[src/rtl/fifo_read_ctrl_if.sv]
// fifo_read_ctrl_if
// Groups every non-clock signal of the FIFO read-side controller into one bundle.
//   wptr       : write pointer (Gray) arriving from the write domain
//   rdata      : combinational memory read data, mem[raddr]
//   raddr      : memory read address
//   rptr       : registered read pointer (Gray) returned to the write domain
//   rempty     : memory holds no unread word
//   rcount     : words in memory not yet popped (pessimistic)
//   dout       : output-stage data word
//   dout_valid : dout holds a valid word
//   dout_ready : consumer accepts dout this cycle
// The master modport is taken by the controller; the slave modport by the
// memory/consumer side.
interface fifo_read_ctrl_if #(
  parameter int DATA_SIZE = 8,
  parameter int ADDR_SIZE = 4
);
  logic [ADDR_SIZE:0]   wptr;
  logic [DATA_SIZE-1:0] rdata;
  logic [ADDR_SIZE-1:0] raddr;
  logic [ADDR_SIZE:0]   rptr;
  logic                 rempty;
  logic [ADDR_SIZE:0]   rcount;
  logic [DATA_SIZE-1:0] dout;
  logic                 dout_valid;
  logic                 dout_ready;

  modport master (
    input  wptr, rdata, dout_ready,
    output raddr, rptr, rempty, rcount, dout, dout_valid
  );

  modport slave (
    output wptr, rdata, dout_ready,
    input  raddr, rptr, rempty, rcount, dout, dout_valid
  );
endinterface

[src/rtl/fifo_read_ctrl.sv]
// fifo_read_ctrl
// Read-side controller of the asynchronous FIFO, running only in the read
// clock domain. It synchronises the write Gray pointer, drives the memory read
// address, returns the read Gray pointer, flags empty, and presents data via a
// one-entry registered output stage (first-word-fall-through).
// Ports:
//   rclk    : read clock
//   rrst    : synchronous active-high reset
//   fifoBus : fifo_read_ctrl_if master modport (wptr, rdata, dout_ready in;
//             raddr, rptr, rempty, rcount, dout, dout_valid out)
module fifo_read_ctrl #(
  parameter int DATA_SIZE = 8,
  parameter int ADDR_SIZE = 4
) (
  input  logic                rclk,
  input  logic                rrst,
  fifo_read_ctrl_if.master    fifoBus
);

  logic [ADDR_SIZE:0]   r_rq1;
  logic [ADDR_SIZE:0]   r_rq2;
  logic [ADDR_SIZE:0]   r_rbin;
  logic [ADDR_SIZE:0]   r_rptr;
  logic                 r_rempty;
  logic [DATA_SIZE-1:0] r_dout;
  logic                 r_doutValid;

  logic                 w_pop;
  logic [ADDR_SIZE:0]   w_rbinNext;
  logic [ADDR_SIZE:0]   w_rgrayNext;
  logic [ADDR_SIZE:0]   w_rq2Bin;

  function automatic logic [ADDR_SIZE:0] gray2bin(input logic [ADDR_SIZE:0] g);
    logic [ADDR_SIZE:0] b;
    b[ADDR_SIZE] = g[ADDR_SIZE];
    for (int i = ADDR_SIZE - 1; i >= 0; i--) begin
      b[i] = b[i+1] ^ g[i];
    end
    return b;
  endfunction

  // A word leaves memory only when one exists and the output stage is free or
  // being emptied this cycle, so a pop and a consume can overlap without a bubble.
  assign w_pop       = !r_rempty && (!r_doutValid || fifoBus.dout_ready);
  assign w_rbinNext  = r_rbin + {{ADDR_SIZE{1'b0}}, w_pop};
  assign w_rgrayNext = (w_rbinNext >> 1) ^ w_rbinNext;
  assign w_rq2Bin    = gray2bin(r_rq2);

  // Two-flop synchroniser for the write pointer; nothing else looks at wptr.
  always_ff @(posedge rclk) begin
    if (rrst) begin
      r_rq1 <= '0;
      r_rq2 <= '0;
    end else begin
      r_rq1 <= fifoBus.wptr;
      r_rq2 <= r_rq1;
    end
  end

  // Read pointers and empty flag. Empty compares the post-pop Gray pointer so
  // the flag rises on the same edge that pops the last word.
  always_ff @(posedge rclk) begin
    if (rrst) begin
      r_rbin   <= '0;
      r_rptr   <= '0;
      r_rempty <= 1'b1;
    end else begin
      r_rbin   <= w_rbinNext;
      r_rptr   <= w_rgrayNext;
      r_rempty <= (w_rgrayNext == r_rq2);
    end
  end

  // One-entry output stage: load on pop, otherwise drop the word once consumed.
  always_ff @(posedge rclk) begin
    if (rrst) begin
      r_dout      <= '0;
      r_doutValid <= 1'b0;
    end else if (w_pop) begin
      r_dout      <= fifoBus.rdata;
      r_doutValid <= 1'b1;
    end else if (r_doutValid && fifoBus.dout_ready) begin
      r_doutValid <= 1'b0;
    end
  end

  assign fifoBus.raddr      = r_rbin[ADDR_SIZE-1:0];
  assign fifoBus.rptr       = r_rptr;
  assign fifoBus.rempty     = r_rempty;
  // Modular difference; excludes the word sitting in the output stage.
  assign fifoBus.rcount     = w_rq2Bin - r_rbin;
  assign fifoBus.dout       = r_dout;
  assign fifoBus.dout_valid = r_doutValid;

endmodule
[src/flat_wrapper.sv]
// flat-port wrapper written by rule: the top's interface ports become plain ports
module fifo_read_ctrl_flat 
#(
  parameter int DATA_SIZE = 8,
  parameter int ADDR_SIZE = 4
)
  (rclk, rrst, fifoBus_wptr, fifoBus_rdata, fifoBus_dout_ready, fifoBus_raddr, fifoBus_rptr, fifoBus_rempty, fifoBus_rcount, fifoBus_dout, fifoBus_dout_valid);
  fifo_read_ctrl_if #(.DATA_SIZE(DATA_SIZE), .ADDR_SIZE(ADDR_SIZE)) fifoBus_i ();
  input  logic rclk;
  input  logic rrst;
  input wire logic [$bits(fifoBus_i.wptr)-1:0] fifoBus_wptr;
  input wire logic [$bits(fifoBus_i.rdata)-1:0] fifoBus_rdata;
  input wire logic [$bits(fifoBus_i.dout_ready)-1:0] fifoBus_dout_ready;
  output wire logic [$bits(fifoBus_i.raddr)-1:0] fifoBus_raddr;
  output wire logic [$bits(fifoBus_i.rptr)-1:0] fifoBus_rptr;
  output wire logic [$bits(fifoBus_i.rempty)-1:0] fifoBus_rempty;
  output wire logic [$bits(fifoBus_i.rcount)-1:0] fifoBus_rcount;
  output wire logic [$bits(fifoBus_i.dout)-1:0] fifoBus_dout;
  output wire logic [$bits(fifoBus_i.dout_valid)-1:0] fifoBus_dout_valid;
  assign fifoBus_i.wptr = fifoBus_wptr;
  assign fifoBus_i.rdata = fifoBus_rdata;
  assign fifoBus_i.dout_ready = fifoBus_dout_ready;
  assign fifoBus_raddr = fifoBus_i.raddr;
  assign fifoBus_rptr = fifoBus_i.rptr;
  assign fifoBus_rempty = fifoBus_i.rempty;
  assign fifoBus_rcount = fifoBus_i.rcount;
  assign fifoBus_dout = fifoBus_i.dout;
  assign fifoBus_dout_valid = fifoBus_i.dout_valid;
  fifo_read_ctrl #(.DATA_SIZE(DATA_SIZE), .ADDR_SIZE(ADDR_SIZE)) u_core (.rclk(rclk), .rrst(rrst), .fifoBus(fifoBus_i));
endmodule
[config.mk]
export PLATFORM = sky130hd
export DESIGN_NAME = fifo_read_ctrl_flat
export DESIGN_NICKNAME = d
export VERILOG_FILES = /design/src/rtl/fifo_read_ctrl_if.sv /design/src/rtl/fifo_read_ctrl.sv /design/src/flat_wrapper.sv
export SDC_FILE = /design/constraint.sdc
export NUM_CORES = 1
export LEC_CHECK = 0
export CELL_PAD_IN_SITES_DETAIL_PLACEMENT = 0
export CELL_PAD_IN_SITES_GLOBAL_PLACEMENT = 1
export CORE_MARGIN = 2
export CORE_UTILIZATION = 49
export DETAILED_ROUTE_END_ITERATION = 16
export DONT_BUFFER_PORTS = 1
export GPL_ROUTABILITY_DRIVEN = 0
export GPL_TIMING_DRIVEN = 0
export PLACE_DENSITY = 0.86
export SYNTH_ARGS = -nofsm -noshare
export SYNTH_HDL_FRONTEND = slang
export SYNTH_SLANG_ARGS = --single-unit
[constraint.sdc]
create_clock -name rclk -period 3.9 [get_ports rclk]
set_input_delay 0.78 -clock rclk [delete_from_list [all_inputs] [get_ports rclk]]
set_output_delay 0.78 -clock rclk [all_outputs]
set_load 0.02 [all_outputs]
==> key figures <==
Run
  – Max_cap viols: 0

Drt
  – DR DRC count: 0
  – Total Wirelength: 2010 µm
  – Via count: roughly 810
  – WL/cell: 12.4 µm
  – Via density: slightly below 5
  – ANT nets after route: 0
  – DR iter-0 viols: 8
  – DRT Pass-1 Iters: 4

Synthesis
  – Commonest cells in the synthesized netlist: dfxtp_1 (29), nor2_1 (15), xnor2_1 (14)
  – Register area share after synthesis: a little under half
  – Count leader, synth: dfxtp_1
  – Post-synth ARST share: 0%
  – Post-Syn Nets: around 150
  – Synth Flop Type: dfxtp_1
  – Synth top area share: a little under half
  – Ys Warns: 0
  – Distinct cells, synth: 24
  – Flops & latches, synth: 29
  – Post-Syn Area: between 1000 and 1500 µm²
  – Top cells by area, synth: dfxtp_1 (46%), xnor2_1 (9.7%), mux2i_1 (7.1%), nor2b_1 (6.4%), ha_1 (5.9%)
  – Synthesized instance count: about 130
  – Avg Inst Size Synth: 10.1 µm²
  – Area leader, netlist: dfxtp_1
  – EDFF count, synth: 0

Clock network
  – CTS Hold Bufs: 0
  – CTS Buf Count: 5
  – Sink Count: 29
  – H-tree levels: 2
  – CTS tree: yes
  – Worst-path clk slew: ~0.08 ns
  – Root buf cell: clkbuf_4
  – Maximum clock path buffer count: 2
  – Clock latency at the later pin of the worst-skew pair: 0.32 ns
  – Post-CTS Setup Bufs: 0

Timing
  – Worst Tran Pin Value: around 0.5 ns
  – Final hold slack: 0.436 ns
  – Final setup viols: 0
  – Tcrit/Tclk final: approximately 91%
  – Setup total negative slack: 0 ns
  – Final Skew: 0.00414 ns
  – Tmin final: roughly 3.5 ns
  – RSZ-0062 raised after global routing: no
  – Slew Viols, Final: 0
  – Max frequency: 0.283 GHz
  – Slew headroom: roughly 67%
  – Fin. Hold Viols: 0
  – Worst setup margin: about 0.37 ns

Run status
  – Status: completed

Final layout
  – Fin nets: ~160
  – Synthesis-to-finish area growth: 7.89%
  – Layout cells sized above 1: roughly 8.3%
  – Diode count: 0
  – Fillers: 228
  – Fin cells: between 150 and 200

Floorplan
  – Num rows: 18
  – Core area: roughly 2500 µm²
  – Area of the die: around 3000 µm²
  – IO Count: 40
  – Initial core utilization: slightly above 50%
  – Die Wd: between 50 and 60 µm
  – Die Height: ~55 µm

GRT
  – GRT busiest layer: met2
  – Met2 GRT Util: about a quarter
  – Routing usage on met3: a little under a tenth
  – Initial antenna violation count: 0
  – First-pass GRT wire length: between 3000 and 4000 µm
  – Largest net degree at the start of global routing: 11
  – GRT Overall Usage: about 16%
  – Grt ovf: 0
  – Met1 Track Usage GR: between 10% and 20%
  – Number of global-route vias before repair: approximately 760

Placement
  – Setup WS pre-CTS: 0.591 ns
  – HPWL after DPL: about 1500 µm
  – Post-Place Cells: roughly 160
  – Port Buffers: 0

Worst setup path
  – CP Data Arrival Time: 2.75 ns
  – CP startpoint kind: flop
  – CP Class: flop to output port
  – Highest net fanout along the worst path: 3
  – CP Data Required Time: between 3 and 4 ns
  – CP endpoint kind: output port

Power and ir drop
  – Cell Pwr Density: around 590 nW/µm²
  – Leakage power: about 0.58 nW
  – Worst vdd ir: a little under 0.4 mV

Hold path
  – Hold Path Class: flop to flop
## final cells by class
type	count	area [µm²]	area share (%)
clock buffers	7	55.1	4.02
inverters	10	37.5	2.74
plain buffers	4	16.3	1.19
multi-input cells	83	642	46.9
well taps	30	37.5	2.74
flip-flops and latches	29	581	42.4
## logic make-up (layout without fill, tap and decap cells)
group           count (synthesis)  in the layout  share of synthesized area, %
simple gates                   36             36                          14.1
flops                          29             29                          45.8
xor+xnor                       23             23                          17.1
buf+inv                        14             21                          4.24
mux                             9              9                          7.10
compound gates                  8              8                          4.24
fa+ha+maj                       7              7                          7.49
## worst max-delay path: stages (launching register included)
cell     delay (ns)
dfxtp_1        0.37
xor2_1         0.29
xnor2_2        0.16
xor2_1         0.33
xor2_1         0.12
ha_1           0.22
fa_1           0.40
inv_1          0.07
a21o_1         0.10
a21oi_1        0.09
xnor2_2        0.28
## flip-flops by register name, summed over array words and instances (netlist names)
signal and count:
u_core.fifoBus.dout_valid 1, u_core.r_rbin 4, u_core.fifoBus.dout 8, u_core.fifoBus.rempty 1, u_core.fifoBus.rptr 5, u_core.r_rq1 5
u_core.r_rq2 5
## worst paths after layout
path                        startpoint                     to  slack, ns  cells after the start
max                    u_core.r_rq2[4]      fifoBus_rcount[4]       0.37                     10
min reg2reg            u_core.r_rq1[0]        u_core.r_rq2[0]       0.44                      1
min                    u_core.r_rq1[0]        u_core.r_rq2[0]       0.44                      1
max reg2reg  u_core.fifoBus.dout_valid  u_core.fifoBus.rempty       1.56                      9
## per-stage QoR
step           power, mW  area (µm²)  utilization (%)
5_1_grt            0.870        1370             55.8
4_1_cts            0.822        1360             55.5
3_3_place_gp       0.634        1310             53.2
2_1_floorplan      0.607        1270                -
6_report           0.811        1370             55.8
3_5_place_dp       0.641        1310             53.2
## cells in the final DEF, fill, tap and decap left out
cell type	netlist	layout
dfxtp_1	29	29
ha_1	6	6
mux2i_1	9	9
a21oi_1	3	3
o22ai_1	1	1
nor2b_1	13	13
a21boi_0	1	1
nand2_1	3	3
xnor2_1	14	13
nand2b_1	1	1
buf_2	1	1
xnor2_2	1	2
fa_1	1	1
clkbuf_4	0	5
a21o_1	2	2
clkbuf_1	3	4
xor2_1	7	7
or2_2	1	1
clkbuf_8	0	1
inv_1	10	10
nor2_1	15	15
a41o_1	1	1
nand4_1	1	1
and3_1	1	1
nand3_1	1	1
xor2_2	1	1
## repair_timing
item / CTS / global route
resized for setup: 0 / 1
hold endpoints to repair: 0 / 0
endpoints found under the setup margin: 0 / 1
## power by group
part / internal, mW / total [mW] / switching (mW) / leakage [nW]
sequential: 0.334 / 0.402 / 0.0675 / 0.238
clock: 0.0849 / 0.178 / 0.0933 / 0.0314
combinational: 0.101 / 0.231 / 0.130 / 0.308
total: 0.521 / 0.811 / 0.290 / 0.577
## layer usage
layer | vias up | part of all wire, %
met5 | - | 0
met4 | 0 | 1.8
met3 | 5 | 7.9
met2 | 24 | 51
met1 | 363 | 39
li1 | 413 | -
(Power assumes the default switching activity.)
